<file path="src/rtl/scan_test_ctrl.sv">
// rtl/scan_test_ctrl.sv - scan test sequencer: shift a pattern in, run N functional clocks, shift out and compare
module scan_test_ctrl (
    input  logic       clk,
    input  logic       rst,
    input  logic       start,
    input  logic       abort,
    input  logic [7:0] pattern,
    input  logic [3:0] capture_cycles,
    input  logic [7:0] expected,
    input  logic       scan_out,
    output logic       scan_en,
    output logic       scan_in,
    output logic       enable,
    output logic       busy,
    output logic       done,
    output logic       pass,
    output logic [7:0] result
);

    typedef enum logic [2:0] {IDLE, SHIFT_IN, CAPTURE, SHIFT_OUT, DONE} state_t;

    state_t     state, state_nxt;
    logic [3:0] cnt, cnt_nxt;
    logic [3:0] n_q, n_nxt;
    logic [7:0] exp_q, exp_nxt;
    logic [7:0] sh_q, sh_nxt;
    logic [7:0] result_nxt;
    logic       scan_en_nxt, scan_in_nxt, enable_nxt, busy_nxt, done_nxt, pass_nxt;

    always_ff @(posedge clk or negedge rst) begin
        if (!rst) begin
            state   <= IDLE;
            cnt     <= 4'd0;
            n_q     <= 4'd0;
            exp_q   <= 8'd0;
            sh_q    <= 8'd0;
            scan_en <= 1'b0;
            scan_in <= 1'b0;
            enable  <= 1'b0;
            busy    <= 1'b0;
            done    <= 1'b0;
            pass    <= 1'b0;
            result  <= 8'd0;
        end else begin
            state   <= state_nxt;
            cnt     <= cnt_nxt;
            n_q     <= n_nxt;
            exp_q   <= exp_nxt;
            sh_q    <= sh_nxt;
            scan_en <= scan_en_nxt;
            scan_in <= scan_in_nxt;
            enable  <= enable_nxt;
            busy    <= busy_nxt;
            done    <= done_nxt;
            pass    <= pass_nxt;
            result  <= result_nxt;
        end
    end

    // Outputs are computed for the state being entered so they come straight from flops.
    always_comb begin
        state_nxt   = state;
        cnt_nxt     = cnt;
        n_nxt       = n_q;
        exp_nxt     = exp_q;
        sh_nxt      = sh_q;
        result_nxt  = result;
        pass_nxt    = pass;
        scan_en_nxt = 1'b0;
        scan_in_nxt = 1'b0;
        enable_nxt  = 1'b0;
        busy_nxt    = 1'b0;
        done_nxt    = 1'b0;

        case (state)
            IDLE: begin
                if (start) begin
                    state_nxt   = SHIFT_IN;
                    cnt_nxt     = 4'd0;
                    n_nxt       = capture_cycles;
                    exp_nxt     = expected;
                    sh_nxt      = {pattern[6:0], 1'b0};
                    scan_in_nxt = pattern[7];
                    scan_en_nxt = 1'b1;
                    busy_nxt    = 1'b1;
                    result_nxt  = 8'd0;
                    pass_nxt    = 1'b0;
                end
            end
            SHIFT_IN: begin
                busy_nxt = 1'b1;
                if (cnt == 4'd7) begin
                    cnt_nxt = 4'd0;
                    if (n_q != 4'd0) begin
                        state_nxt  = CAPTURE;
                        enable_nxt = 1'b1;
                    end else begin
                        state_nxt   = SHIFT_OUT;
                        scan_en_nxt = 1'b1;
                    end
                end else begin
                    cnt_nxt     = cnt + 4'd1;
                    scan_en_nxt = 1'b1;
                    scan_in_nxt = sh_q[7];
                    sh_nxt      = {sh_q[6:0], 1'b0};
                end
            end
            CAPTURE: begin
                busy_nxt = 1'b1;
                if (cnt == n_q - 4'd1) begin
                    state_nxt   = SHIFT_OUT;
                    cnt_nxt     = 4'd0;
                    scan_en_nxt = 1'b1;
                end else begin
                    cnt_nxt    = cnt + 4'd1;
                    enable_nxt = 1'b1;
                end
            end
            SHIFT_OUT: begin
                result_nxt = {result[6:0], scan_out};
                if (cnt == 4'd7) begin
                    state_nxt = DONE;
                    done_nxt  = 1'b1;
                    pass_nxt  = ({result[6:0], scan_out} == exp_q);
                end else begin
                    cnt_nxt     = cnt + 4'd1;
                    scan_en_nxt = 1'b1;
                    busy_nxt    = 1'b1;
                end
            end
            DONE: begin
                state_nxt = IDLE;
            end
            default: begin
                state_nxt = IDLE;
            end
        endcase

        // Abort drops everything except the last reported result.
        if (abort) begin
            state_nxt   = IDLE;
            result_nxt  = result;
            pass_nxt    = pass;
            scan_en_nxt = 1'b0;
            scan_in_nxt = 1'b0;
            enable_nxt  = 1'b0;
            busy_nxt    = 1'b0;
            done_nxt    = 1'b0;
        end
    end

endmodule

</file>
<file path="config.mk">
export PLATFORM = sky130hd
export DESIGN_NAME = scan_test_ctrl
export DESIGN_NICKNAME = d
export VERILOG_FILES = /design/src/rtl/scan_test_ctrl.sv
export SDC_FILE = /design/constraint.sdc
export NUM_CORES = 1
export LEC_CHECK = 0
export ABC_AREA = 1
export BUFFER_PORTS_ARGS = -buffer_cell sky130_fd_sc_hd__buf_2
export CAP_MARGIN = 40
export CORE_MARGIN = 8
export CORE_UTILIZATION = 33
export DETAILED_ROUTE_END_ITERATION = 10
export PLACE_DENSITY_LB_ADDON = 0.25
export SLEW_MARGIN = 25
export SYNTH_ARGS = -nofsm -noshare
export SYNTH_HDL_FRONTEND = slang
export SYNTH_SLANG_ARGS = --single-unit
</file>
<file path="constraint.sdc">
create_clock -name clk -period 2 [get_ports clk]
set_input_delay 0.2 -clock clk [delete_from_list [all_inputs] [get_ports clk]]
set_output_delay 0.2 -clock clk [all_outputs]
set_load 0.02 [all_outputs]
</file>
==> reports/metrics.cfg, run 1 <==
[run_status]
outcome=finished clean

[yosys]
avgSynthCellArea_sq_um=8.13
syn_area_sq_um=2010
yosys-top-cells-area=dfrtp_1, nand2_1, inv_1
synth_top_area_frac=0.498
ys_warn_count=0
ys_seq_area_frac=0.498
synthCells=247
synth-seq-cells=40
yosys.area.top_type=dfrtp_1
syn-num-nets=274
netlist-cell-type-count=29

[routing]
vias_per_cell=4.52
ant_nets=0
detail_route.first_pass.iterations=4
vias=1658
wl_per_cell_microns=12.3
drt_iter0_drc=63
drc=0
wirelength_microns=4500

[power_and_ir_drop]
p_leak_uw=0.00126
vdd_drop_max_uv=446
p_per_area_nw_per_um2=1010

[grt]
grt-ovfl-total=0
antenna_found_initial=0
grt_pass1_vias=1768
grt_start_max_net_pins=22
grt_pass1_wl_microns=8200
grt_usage=0.116

[sta]
max_freq_mhz=640
holdWs_ps=99.4
fin_setup_tns_ps=0
setup_violations=0
hold_viol_final=0
slew_headroom=0.676
fin_skew_ps=9.88
worst_pin_slew_ps=486
final.min_clock_period_ps=1560
rsz0062_at_grt=false
min_period_over_period=0.782
maxSlewViolCount=0

[clock_tree]
clk_pin_slew_ps=80
cts_made_buffers=5
ctsLongestPathBuffers=2
cts_setup_buffers=0
clock_sinks=40
clk_latency_ps=290
clockRootBuffer=clkbuf_8
cts_tree=done
h-tree-depth=2

[worst_setup_path]
endpoint_kind=flop
critPathKind=flop to flop
crit_path_max_fanout=5
cp-start-kind=flop
arrival_ps=1740
r2r_slack_ps=440
worstPathRequired_ps=2180

[die]
core_sq_um=5890
die-area_sq_um=8840
start_util=0.341
die_y_microns=94.0
io_pins=39
core.rowCount=28
die_x_microns=94.0

[cells_and_area]
n_antenna_cell=0
layout.nets=318
final_cell_mix=nand2_1, dfrtp_1, buf_2, inv_1, nor2_1
nFillCells=640
syn2layout_area_growth_pct=19.9
drive_above_1_share=0.219
layout_commonest_cell=nand2_1

[place]
place_hpwl_microns=3440
gp_congestion=0.826
port_buffers=38

[job]
max_cap_viol_count=0

[hold_path]
hold_path_class=input pin to flop

-- cells by family after synthesis --
family	share of synthesized area
xor+xnor	0.0305
fa+ha+maj	0.0125
flops	0.498
simple gates	0.262
compound gates	0.114
buf+inv	0.0822
-- critical path: stages (launching register included) --
cell and delay [ps]:
dfrtp_1 390, inv_1 80, ha_1 300, xnor2_1 120, nor2_1 80, nand3_1 140
nand2_2 140, nand2_1 100, nand2_1 70, nand2_1 40
-- stage by stage --
step           setup WS [ps]  total power [uW]  instances  instance area, sq um   util
2_1_floorplan            604              1620        247                  2010      -
6_report                 436              2420        367                  2410  0.409
3_3_place_gp             477              1790        358                  2290  0.389
4_1_cts                  434              2460        367                  2410  0.409
3_5_place_dp             449              1800        358                  2290  0.389
5_1_grt                  222              2630        367                  2410  0.409
-- flip-flops by register name, indices dropped and copies added (netlist names) --
| register | flops |
|---|---|
| n_q | 4 |
| scan_en | 1 |
| exp_q | 8 |
| done | 1 |
| enable | 1 |
| scan_in | 1 |
| pass | 1 |
| state | 3 |
| cnt | 4 |
| result | 8 |
| busy | 1 |
| sh_q | 7 |
-- where the power goes --
| part | internal [uW] | switching (uW) |
|---|---|---|
| logic | 264 | 448 |
| registers | 974 | 91.5 |
| clock network | 370 | 277 |
-- synthesized netlist by cell type (all sizes together) --
cell type	number
a22oi	1
xor2	5
nor2	26
nand3	11
nor3	5
clkinv	1
a21oi	5
ha	2
o211ai	4
o21a	2
o21ai	17
a31oi	1
nand3b	2
xnor2	2
nand2	77
dfrtp	40
buf	4
o22ai	7
inv	35
-- layer usage --
layer  GRT usage  wire length (microns)
met1       0.138                   2110
met2       0.194                   2140
met3      0.0280                    166
met4      0.0462                     72
met5           0                      0
-- layout make-up --
class | instances | area [sq um] | area share
Clock buffer | 6 | 72.6 | 0.0301
Clock inverter | 2 | 35.0 | 0.0145
Inverter | 36 | 136 | 0.0566
Multi-Input combinational cell | 167 | 842 | 0.350
Sequential cell | 40 | 1000 | 0.416
Tap cell | 75 | 93.8 | 0.0390
Timing Repair Buffer | 41 | 228 | 0.0945
-- path summary, 6_finish.rpt --
check	cells past startpoint	to	start
worst max register to register	9	cnt[0]	n_q[0]
worst max-delay path	9	cnt[0]	n_q[0]
min in group asynchronous	2	exp_q[0]	rst
worst min register to register	2	exp_q[0]	exp_q[0]
worst min-delay path	3	exp_q[0]	expected[0]
max in group asynchronous	3	cnt[1]	rst
-- repair_timing --
item | 4_1_cts | 5_1_grt
hold endpoints to repair | 19 | 0
hold buffers | 1 | 0
resized for setup | 0 | 0
Power figures use the tool's default switching activity.
==> run 2, diff against run 1 <==
--- a/config.mk
+++ b/config.mk
@@ -5,7 +5,7 @@
 export SDC_FILE = /design/constraint.sdc
 export NUM_CORES = 1
 export LEC_CHECK = 0
-export ABC_AREA = 1
+export ABC_AREA = 0
 export BUFFER_PORTS_ARGS = -buffer_cell sky130_fd_sc_hd__buf_2
 export CAP_MARGIN = 40
 export CORE_MARGIN = 8
==> constraint.sdc (replaced) <==
create_clock -name clk -period 1.6 [get_ports clk]
set_input_delay 0.16 -clock clk [delete_from_list [all_inputs] [get_ports clk]]
set_output_delay 0.16 -clock clk [all_outputs]
set_load 0.02 [all_outputs]
==> run 2 against run 1 <==
Sequential cell count unchanged. Total power rose by 1.9%. Non-clock buffer count increased by 17. Critical path depth shrank 3. Global-route usage is 1.6 points lower. Sequential power is 12% higher. Clock power grew 5.7%. Cell area rose by 5.5%. The run now ends with negative setup slack left. Utilization rose by 2.2 points. Die area is 0.93% lower. Final cell count fell by 19%. Combinational power shrank 17%.
==> reports/metrics.cfg, run 2 <==
[yosys]
yosys.area.top_type=dfrtp_1
ys_warn_count=0
synthCells=165
async_reset_ff_frac=1.00
yosys-top-cells-area=dfrtp_1, xnor2_1, mux2_2
syn_area_sq_um=1990
synth-seq-cells=40
synthFlopType=dfrtp_1
synth_top_area_frac=0.504
syn-num-nets=192
ys_seq_area_frac=0.504
avgSynthCellArea_sq_um=12.0
synth_common_cells=dfrtp_1, nand2_1, xnor2_1, a22o_1, mux2_2
netlist-cell-type-count=44
synth_edf_count=0
yosysMostFrequentCell=dfrtp_1

[power_and_ir_drop]
p_per_area_nw_per_um2=972
p_leak_uw=0.00117
vdd_drop_max_uv=348
fin_total_pwr_uw=2470

[routing]
detail_route.first_pass.iterations=4
wirelength_microns=4250
met2_length_microns=1990
wl_met3_microns=153
ant_nets=0
drt_iter0_drc=45
wl_per_cell_microns=14.4
drc=0
routed.top_layer=met4
vias=1395
vias_per_cell=4.71
m1WireLength_microns=2010

[worst_setup_path]
critPathKind=flop to flop
cp.buffers_inverters=1
arrival_ps=1770
worstPathRequired_ps=1750
crit_path_max_fanout=4
slowest_delay_ps=400
critPathSlowestCell=dfrtp_1
cp-start-kind=flop
critPathTopFamily=compound AO/OA/AOI/OAI gates
endpoint_kind=flop
crit_chain=inv_2 -> ha_4 -> xor2_2 -> nand3_2 -> o31ai_4 -> o31ai_1

[clock_tree]
cts_tree=done
ctsLongestPathBuffers=2
clockRootBuffer=clkbuf_8
cts_made_buffers=5
clk_latency_ps=290
h-tree-depth=2
clk_pin_slew_ps=80
clock_sinks=40

[place]
dp_slack_ps=51.5
port_buffers=38
gp_congestion=0.783
placed_cells=283
place_hpwl_microns=3150

[die]
die_y_microns=93.6
die_x_microns=93.6
die-area_sq_um=8760
start_util=0.337
core_sq_um=5890
io_pins=39
core.rowCount=28

[grt]
grt_pass1_vias=1426
grt_pass1_wl_microns=6970
antenna_found_initial=0
grt_start_max_net_pins=22
grt-ovfl-total=0
grt_usage=0.0999

[sta]
slew_headroom=0.658
holdWs_ps=84.8
maxSlewViolCount=0
worst_pin_slew_ps=512
final.min_clock_period_ps=1610
min_period_over_period=1.01
max_freq_mhz=619
hold_viol_final=0
setup_violations=1
fin_ws_ps=-14.9
fin_skew_ps=10.6
rsz0062_at_grt=true

[run_status]
outcome=complete, but fails checks
violations=negative setup slack

[cells_and_area]
final_cell_mix=dfrtp_1, buf_2, buf_4, nand2_1, xnor2_1
layout_commonest_cell=dfrtp_1
fin_cells=296
reg_top3=exp_q (8), result (8), sh_q (7)
drive_above_1_share=0.439
syn2layout_area_growth_pct=27.9
n_antenna_cell=0
layout.nets=247

[hold_path]
hold_path_class=input pin to flop

[job]
max_cap_viol_count=0

-- run 2: final timing paths --
check | start | slack, ps | cells past startpoint | end
setup / recovery | n_q[1] | -10 | 6 | cnt[0]
hold / removal | expected[6] | 80 | 2 | exp_q[6]
setup reg to reg | n_q[1] | -10 | 6 | cnt[0]
hold reg to reg | sh_q[5] | 480 | 2 | sh_q[5]
max in group asynchronous | rst | 750 | 3 | scan_en
min in group asynchronous | rst | 370 | 2 | result[7]
-- run 2: per-stage QoR --
stage,util,area (sq um),TNS (ps)
after floorplan,-,1990,0
after CTS,0.411,2420,0
after global placement,0.393,2310,0
after detailed placement,0.393,2310,0
final,0.432,2540,-14.9
after global routing,0.432,2540,-296
-- run 2: layout make-up --
type,count,area (sq um)
clock buffers,7,86.3
flip-flops and latches,40,1000
repair buffers,58,372
well taps,75,93.8
inverters,4,15.0
multi-input cells,111,965
fillers,561,3350
clock inverters,1,7.51
-- run 2: logic make-up after synthesis --
family,share of synthesized area
adder cells (fa/ha/maj),0.0126
multiplexers,0.0945
AO/OA/AOI/OAI,0.141
XOR/XNOR,0.0775
AND/OR/NAND/NOR,0.117
flip-flops,0.504
buffers and inverters,0.0529
-- run 2: report_power, final --
part,total (uW),switching [uW],internal (uW)
logic,589,282,308
registers,1200,77.1,1120
clock network,685,335,350
total,2470,694,1780
-- run 2: repair_timing --
action,4_1_cts,5_1_grt
setup buffers,0,4
setup endpoints to repair,0,8
endpoints found under the hold margin,20,0
resized for setup,0,15
hold buffers,1,0
-- run 2: metal layers --
metal | vias to the layer above | global-route usage
li1 | 691 | -
met1 | 672 | 0.134
met2 | 25 | 0.147
met3 | 7 | 0.0208
met4 | 0 | 0.0515
met5 | - | 0
